--- src/rtl/seq_detector_param.sv ---
// seq_detector_param: parametrised serial bit-sequence detector.
// Accepts x_in when x_valid is high, compares the most recent PAT_LEN bits
// against a runtime-loadable pattern and raises a registered one-cycle
// detect pulse and a saturating match count.
// Optional feature (macro SEQ_DET_MASK_EN): per-bit don't-care mask loaded
// alongside the pattern.
module seq_detector_param #(
  parameter int unsigned        PAT_LEN = 5,
  parameter logic [PAT_LEN-1:0] PATTERN = 5'b10111,
  parameter int unsigned        OVERLAP = 1,
  parameter int unsigned        CNT_W   = 8
) (
  input  logic               clk,
  input  logic               rst,
  input  logic               x_valid,
  input  logic               x_in,
  input  logic               pat_load,
  input  logic [PAT_LEN-1:0] pat_in,
`ifdef SEQ_DET_MASK_EN
  input  logic [PAT_LEN-1:0] pat_mask_in,
`endif
  input  logic               clr_cnt,
  output logic               detect,
  output logic [CNT_W-1:0]   match_cnt,
  output logic               armed
);

  localparam int unsigned     FW        = $clog2(PAT_LEN + 1);
  localparam logic [FW-1:0]   FILL_FULL = FW'(PAT_LEN);
  localparam logic [FW-1:0]   FILL_ARM  = FW'(PAT_LEN - 1);

  // Only the newest PAT_LEN-1 history bits can ever reach a compare, so the
  // oldest bit of the PAT_LEN-bit shift register is not stored.
  logic [PAT_LEN-2:0] hist;
  logic [FW-1:0]      fill;
  logic [PAT_LEN-1:0] pat_reg;
  logic [PAT_LEN-1:0] shifted;
  logic [PAT_LEN-1:0] care;
  logic               match;

`ifdef SEQ_DET_MASK_EN
  logic [PAT_LEN-1:0] mask_reg;
`endif

  // Candidate window and match qualification for the bit presented this cycle.
  always_comb begin
    shifted = {hist, x_in};
`ifdef SEQ_DET_MASK_EN
    care    = ~mask_reg;
`else
    care    = '1;
`endif
    match   = x_valid && !pat_load && (fill >= FILL_ARM) &&
              (((shifted ^ pat_reg) & care) == '0);
  end

  assign armed = (fill == FILL_FULL);

  // History, fill, pattern, detect pulse and match counter.
  always_ff @(posedge clk or posedge rst) begin
    if (rst) begin
      hist      <= '0;
      fill      <= '0;
      pat_reg   <= PATTERN;
`ifdef SEQ_DET_MASK_EN
      mask_reg  <= '0;
`endif
      detect    <= 1'b0;
      match_cnt <= '0;
    end else begin
      detect <= match;
      if (pat_load) begin
        pat_reg <= pat_in;
`ifdef SEQ_DET_MASK_EN
        mask_reg <= pat_mask_in;
`endif
        hist    <= '0;
        fill    <= '0;
      end else if (x_valid) begin
        hist <= shifted[PAT_LEN-2:0];
        if (match && (OVERLAP == 0))
          fill <= '0;
        else if (fill != FILL_FULL)
          fill <= fill + 1'b1;
      end
      if (clr_cnt)
        match_cnt <= match ? CNT_W'(1) : '0;
      else if (match && (match_cnt != '1))
        match_cnt <= match_cnt + 1'b1;
    end
  end

endmodule

--- config.mk ---
export PLATFORM = sky130hd
export DESIGN_NAME = seq_detector_param
export DESIGN_NICKNAME = d
export VERILOG_FILES = /design/src/rtl/seq_detector_param.sv
export SDC_FILE = /design/constraint.sdc
export NUM_CORES = 1
export LEC_CHECK = 0
export ABC_AREA = 1
export ABC_CLOCK_PERIOD_IN_PS = 2300
export CAP_MARGIN = 20
export CORE_AREA = 10 10 75 77
export CTS_BUF_LIST = sky130_fd_sc_hd__clkbuf_16
export CTS_CLUSTER_SIZE = 40
export DETAILED_ROUTE_END_ITERATION = 8
export DIE_AREA = 0 0 85 87
export SLEW_MARGIN = 20
export SYNTH_ARGS = -nofsm -noshare
export SYNTH_HDL_FRONTEND = slang
export SYNTH_SLANG_ARGS = --single-unit
--- constraint.sdc ---
create_clock -name clk -period 2.3 [get_ports clk]
set_input_delay 0.46 -clock clk [delete_from_list [all_inputs] [get_ports clk]]
set_output_delay 0.46 -clock clk [all_outputs]
set_load 0.03 [all_outputs]
### Word level (Yosys, flattened, before mapping)

Cells that the tools add are included.

| operators by class | value |
|---|---|
| $add $sub $neg | 2 |
| multipliers | 0 |
| divide/modulo/power cells | 0 |
| $lt $le $gt $ge | 1 |
| equality and inequality tests | 3 |
| shift operators | 0 |
| multiplexer cells | 8 |
| bitwise logic cells | 1 |
| reductions and logical operators | 10 |

Operators with widths:

| cell | number |
|---|---|
| $mux 8 | 2 |
| $mux 3 | 3 |
| $add 8x1->8 const B | 1 |
| $mux 4 | 2 |
| $ne 8x8->1 const B | 1 |
| $reduce_bool 2->1 | 3 |
| $logic_not 5->1 | 1 |
| $xor 5x5->5 | 1 |
| $logic_and 1x1->1 | 4 |
| $add 3x1->3 const B | 1 |
| $eq 3x3->1 const B | 1 |
| $ge 3x3->1 const B | 1 |
| $ne 3x3->1 const B | 1 |
| $reduce_and 2->1 | 1 |
| $logic_not 1->1 | 1 |
| $mux 1 | 1 |

| word-level totals | value |
|---|---|
| flip-flop bits (word level) | 21 |
| latch bits | 0 |
| memory bits (writable) | 0 |
| memory bits (read-only) | 0 |
| input port bits | 11 |
| logic and storage cells | 30 |
| memories kept | 0 |

### Logic depth before layout (Yosys ltp)

Gate-level depths: netlist (run 1).

| logic depth | value |
|---|---|
| depth in word-level cells | 7 |
| mapped depth | 8 |

### Worst setup path before layout (run 1)

OpenSTA, ideal clock, no wires.

| timing | value |
|---|---|
| path kind | flip-flop to flip-flop |
| start point | reg match_cnt[0] |
| end point | reg match_cnt[3] |
| data arrival time | 1352 ps |
| data required time | 2182 ps |
| setup slack | 831 ps |
| cell stages (with the launch flop) | 9 |
| buffers on the path | 0 |
| period minus slack after synthesis | 1469 ps |
| path through | dfrtp_1 > ha_1 > nand2_1 > nor2_2 > nand2_2 > nand4_4 > nand2_4 > nand2_1 > nand2_1 |

| on the way | value |
|---|---|
| longest elaborated chain between the ends | 3 |

Ends and longest elaborated chain:

| element | RTL line | source |
|---|---|---|
| from (decl) | 24 | `output logic [CNT_W-1:0] match_cnt,` |
| from (signal assigned) | 87 | `match_cnt <= match ? CNT_W'(1) : '0;` |
| from (signal assigned) | 89 | `match_cnt <= match_cnt + 1'b1;` |
| $add 8x1->8 / $ne 8x8->1 (equally long branches) | 89, 88 |  |
| $mux 8 / $logic_and 1x1->1 (equally long branches) | 88 | `else if (match && (match_cnt != '1))` |
| $mux 8 / $reduce_bool 2->1 (equally long branches) | n/a |  |

Parallel ways exist; a longest one is shown, timed or not. The select of a mux whose other input is x is not followed.
A chain may end at the register's enable or synchronous reset.

### Worst setup path after layout (run 1)

| timing | value |
|---|---|
| start point | reg fill[1] |
| end point | out armed |

| on the way | value |
|---|---|
| longest elaborated chain between the ends | 1 |

Ends and longest elaborated chain:

| element | RTL line | source |
|---|---|---|
| from (decl) | 35 | `logic [FW-1:0] fill;` |
| from (signal assigned) | 84 | `fill <= fill + 1'b1;` |
| $eq 3x3->1 | 57 | `assign armed = (fill == FILL_FULL);` |
| to (decl) | 25 | `output logic armed` |

No other way between the ends.

==> results of run 1 <==
## metal layers
layer / GRT usage [%] / wire length [um]
met3: 1.40 / 71
met4: 3.59 / 51
met2: 11.2 / 1170
met5: 0 / 0
met1: 7.73 / 1190
## stage by stage
stage          hold WS [ps]  total power (uW)  area [um^2]  utilization (%)  setup slack, ps
2_1_floorplan           434               474         1180                -              831
3_3_place_gp            482               514         1450             34.2              496
3_5_place_dp            488               515         1450             34.2              492
4_1_cts                 496               875         1530             36.1              219
5_1_grt                 523               906         1530             36.1              162
6_report                491               865         1530             36.1              237
## final cells by class
cell class	count	area, um^2
clock buffers	3	75.1
repair buffers	22	215
flip-flops and latches	21	531
multi-input cells	103	561
inverters	21	78.8
fillers	445	2710
well taps	52	65.1
clock inverters	1	3.75
## worst max-delay path, cell delays in order, from the launching register on
cell	delay, ps
dfrtp_1	390
inv_1	60
ha_1	120
nand2_1	60
inv_1	50
clkdlybuf4s50_1	660
## cells by family (layout without fill, tap and decap cells)
group                    Yosys count  after routing
flip-flops                        21             21
AND/OR/NAND/NOR                   83             83
AO/OA/AOI/OAI                     11             11
adder cells (fa/ha/maj)            3              3
XOR/XNOR                           6              6
buffers and inverters             23             47
## cells in the mapped netlist, drive strengths merged
cell type  count  area [um^2]
dfstp          4          105
xnor2          1         8.76
ha             3         37.5
o22ai          4         25.0
nand2         46          183
clkbuf         2         7.51
nor2          17         91.3
nand4          3         33.8
inv           21         78.8
nand3         15         85.1
a211oi         1         7.51
dfrtp         17          425
or2            2         12.5
o21bai         1         7.51
xor2           5         43.8
o21ai          5         25.0
## path summary, 6_finish.rpt
kind | endpoint | slack (ps) | depth (start not counted)
max in group asynchronous | pat_reg[1] | 1490 | 3
worst min-delay path | pat_reg[2] | 490 | 2
min in group asynchronous | match_cnt[1] | 530 | 3
worst max-delay path | armed | 240 | 5
worst min register to register | pat_reg[2] | 490 | 2
worst max register to register | match_cnt[3] | 870 | 8
## power by group through the flow
stage                     registers (uW)  logic (uW)  clock network, uW
final                                402         105                358
after global routing                 405         119                383
after CTS                            403         107                365
after detailed placement             409         106                  0
after global placement               408         106                  0
after floorplan                      410        64.9                  0
==> metrics.md, run 1 <==
| Metric | Value |
|---|---|
| Worst-path clk slew | `60 ps` |
| First-pass GRT wire length | `between 4000 and 5000 um` |
| Most frequent cells in the layout | `44 x nand2_1, 20 x clkdlybuf4s50_1, 17 x inv_1, 17 x dfrtp_1, 13 x nand3_1` |
| Die W | `85 um` |
| Clock latency on the worst-skew pair | `about 250 ps` |
| Die height | `87 um` |
| Comb pwr share | `12.1%` |
| Cells after DPL | `219` |
| First-pass DRT Iterations | `4` |
| Cell Rows | `24` |
| Synth Area per Inst | `8.01 um^2` |
| Post-Layout Cell Count | `223` |
| Static Leak | `between 0.0007 and 0.0008 uW` |
| Nets | `between 150 and 200` |
| Final ANT Viol Nets | `0` |
| Warning count from the yosys run | `0` |
| Io pins | `21` |
| Final hold viol count | `0` |
| Port-buffer cells | `20` |
| WP data required | `1840 ps` |
| Setup Skew | `about 3.7 ps` |
| Setup TNS | `0 ps` |
| Hold Crit Class | `reg -> reg` |
| Vias | `953` |
| Worst vdd ir | `0.198 mV` |
| RSZ-0062 raised after global routing | `false` |
| WL/cell | `11.1 um` |
| Commonest non-fill, non-tap cell in the layout | `nand2_1` |
| DR iter-0 viols | `40` |
| Synth Area in XOR/XNOR | `4.46%` |
| Internal | `666 uW` |
| Max Fclk | `485 MHz` |
| Core region area | `approximately 4200 um^2` |
| Number of hold-repair buffers added at the cts stage | `0` |
| Vias in the first global route | `just over 900` |
| Slew HR | `75.4%` |
| Clock share of power | `approximately 41%` |
| Switching share of power | `23.0%` |
| CTS tree | `yes` |
| Pin count of the biggest net entering global routing | `22` |
| Clock period minus worst slack | `a little over 2000 ps` |
| Mux cell area share after synthesis | `0%` |
| Drt drc | `0` |
| Post-synth design cell area | `about 1200 um^2` |
| CTS H-tree lvls | `1` |
| Net switching power figure | `199 uW` |
| WL final | `between 2000 and 2500 um` |
| Max_cap viols | `0` |
| Total CTS buffers | `3` |
| # clock sinks | `21` |
| CP startpoint | `fill[1]` |
| GP Congestion | `0.742` |
| Setup Fix Bufs, Post-CTS | `0` |
| Critical Setup Path Class | `reg -> out` |
| Status | `complete, no violations` |
| Max reg flops | `8` |
| Die area | `~7400 um^2` |
| Count of cell types in the netlist | `23` |
| Max Root-Sink Buffers | `2` |
| Antenna fix cells | `0` |
| Compound-gate portion of the synthesized area | `5.53%` |
| Sequential area share after synthesis | `a little under half` |
| PD cells | `~570 nW/um^2` |
| GRT Total Usage | `under 10%` |
| Worst setup EP type | `output pin` |
| Initial core utilization | `27.8%` |
| Largest family of logic cells by synthesized area | `simple AND/OR/NAND/NOR gates` |
| Fraction of layout cells with a size suffix above 1 | `15.2%` |
| Final Setup Violations | `0` |
| DP HPWL | `1870 um` |
| Vias per inst | `4.27` |
| FF+latch count, synth | `21` |
| FF-to-FF Start | `match_cnt[0]` |
| Post-Synth Adder-Cell Area | `approximately 3.2%` |
| Post-synthesis simple-gate area fraction | `34.4%` |
| Syn nets | `around 160` |
| Total gr overflow | `0` |
| Initial antenna violation count | `0` |
| Worst-path maximum fanout | `3` |
| Worst Path Arrival | `between 1500 and 2000 ps` |
| Post-CTS Resized | `0` |
| Sequential share of power | `46.5%` |
| Root Buffer | `clkbuf_16` |
| Critical Path Start Type | `flop` |
| Gate Count Post-Synth | `147` |
| Area grow syn2layout | `29.9%` |
| Period utilization | `~90%` |
| Pins Over Slew Limit | `0` |
| HP Start | `pat_reg[2]` |
| Slew @ Worst Pin | `369 ps` |
No activity file was read; power rests on OpenSTA's default activity.
==> run 2, diff against run 1 <==
--- a/config.mk
+++ b/config.mk
@@ -13,7 +13,7 @@
 export CTS_CLUSTER_SIZE = 40
 export DETAILED_ROUTE_END_ITERATION = 8
 export DIE_AREA = 0 0 85 87
-export SLEW_MARGIN = 20
+export SLEW_MARGIN = 30
 export SYNTH_ARGS = -nofsm -noshare
 export SYNTH_HDL_FRONTEND = slang
 export SYNTH_SLANG_ARGS = --single-unit
==> results of run 2 <==
Same layout as run 1: the final DEF is identical, and so are final timing and power.
==> run 3, diff against run 2 <==
--- a/config.mk
+++ b/config.mk
@@ -13,6 +13,7 @@
 export CTS_CLUSTER_SIZE = 40
 export DETAILED_ROUTE_END_ITERATION = 8
 export DIE_AREA = 0 0 85 87
+export SKIP_CTS_REPAIR_TIMING = 1
 export SLEW_MARGIN = 30
 export SYNTH_ARGS = -nofsm -noshare
 export SYNTH_HDL_FRONTEND = slang
==> results of run 3 <==
Same layout as run 1: the final DEF is identical, and so are final timing and power.
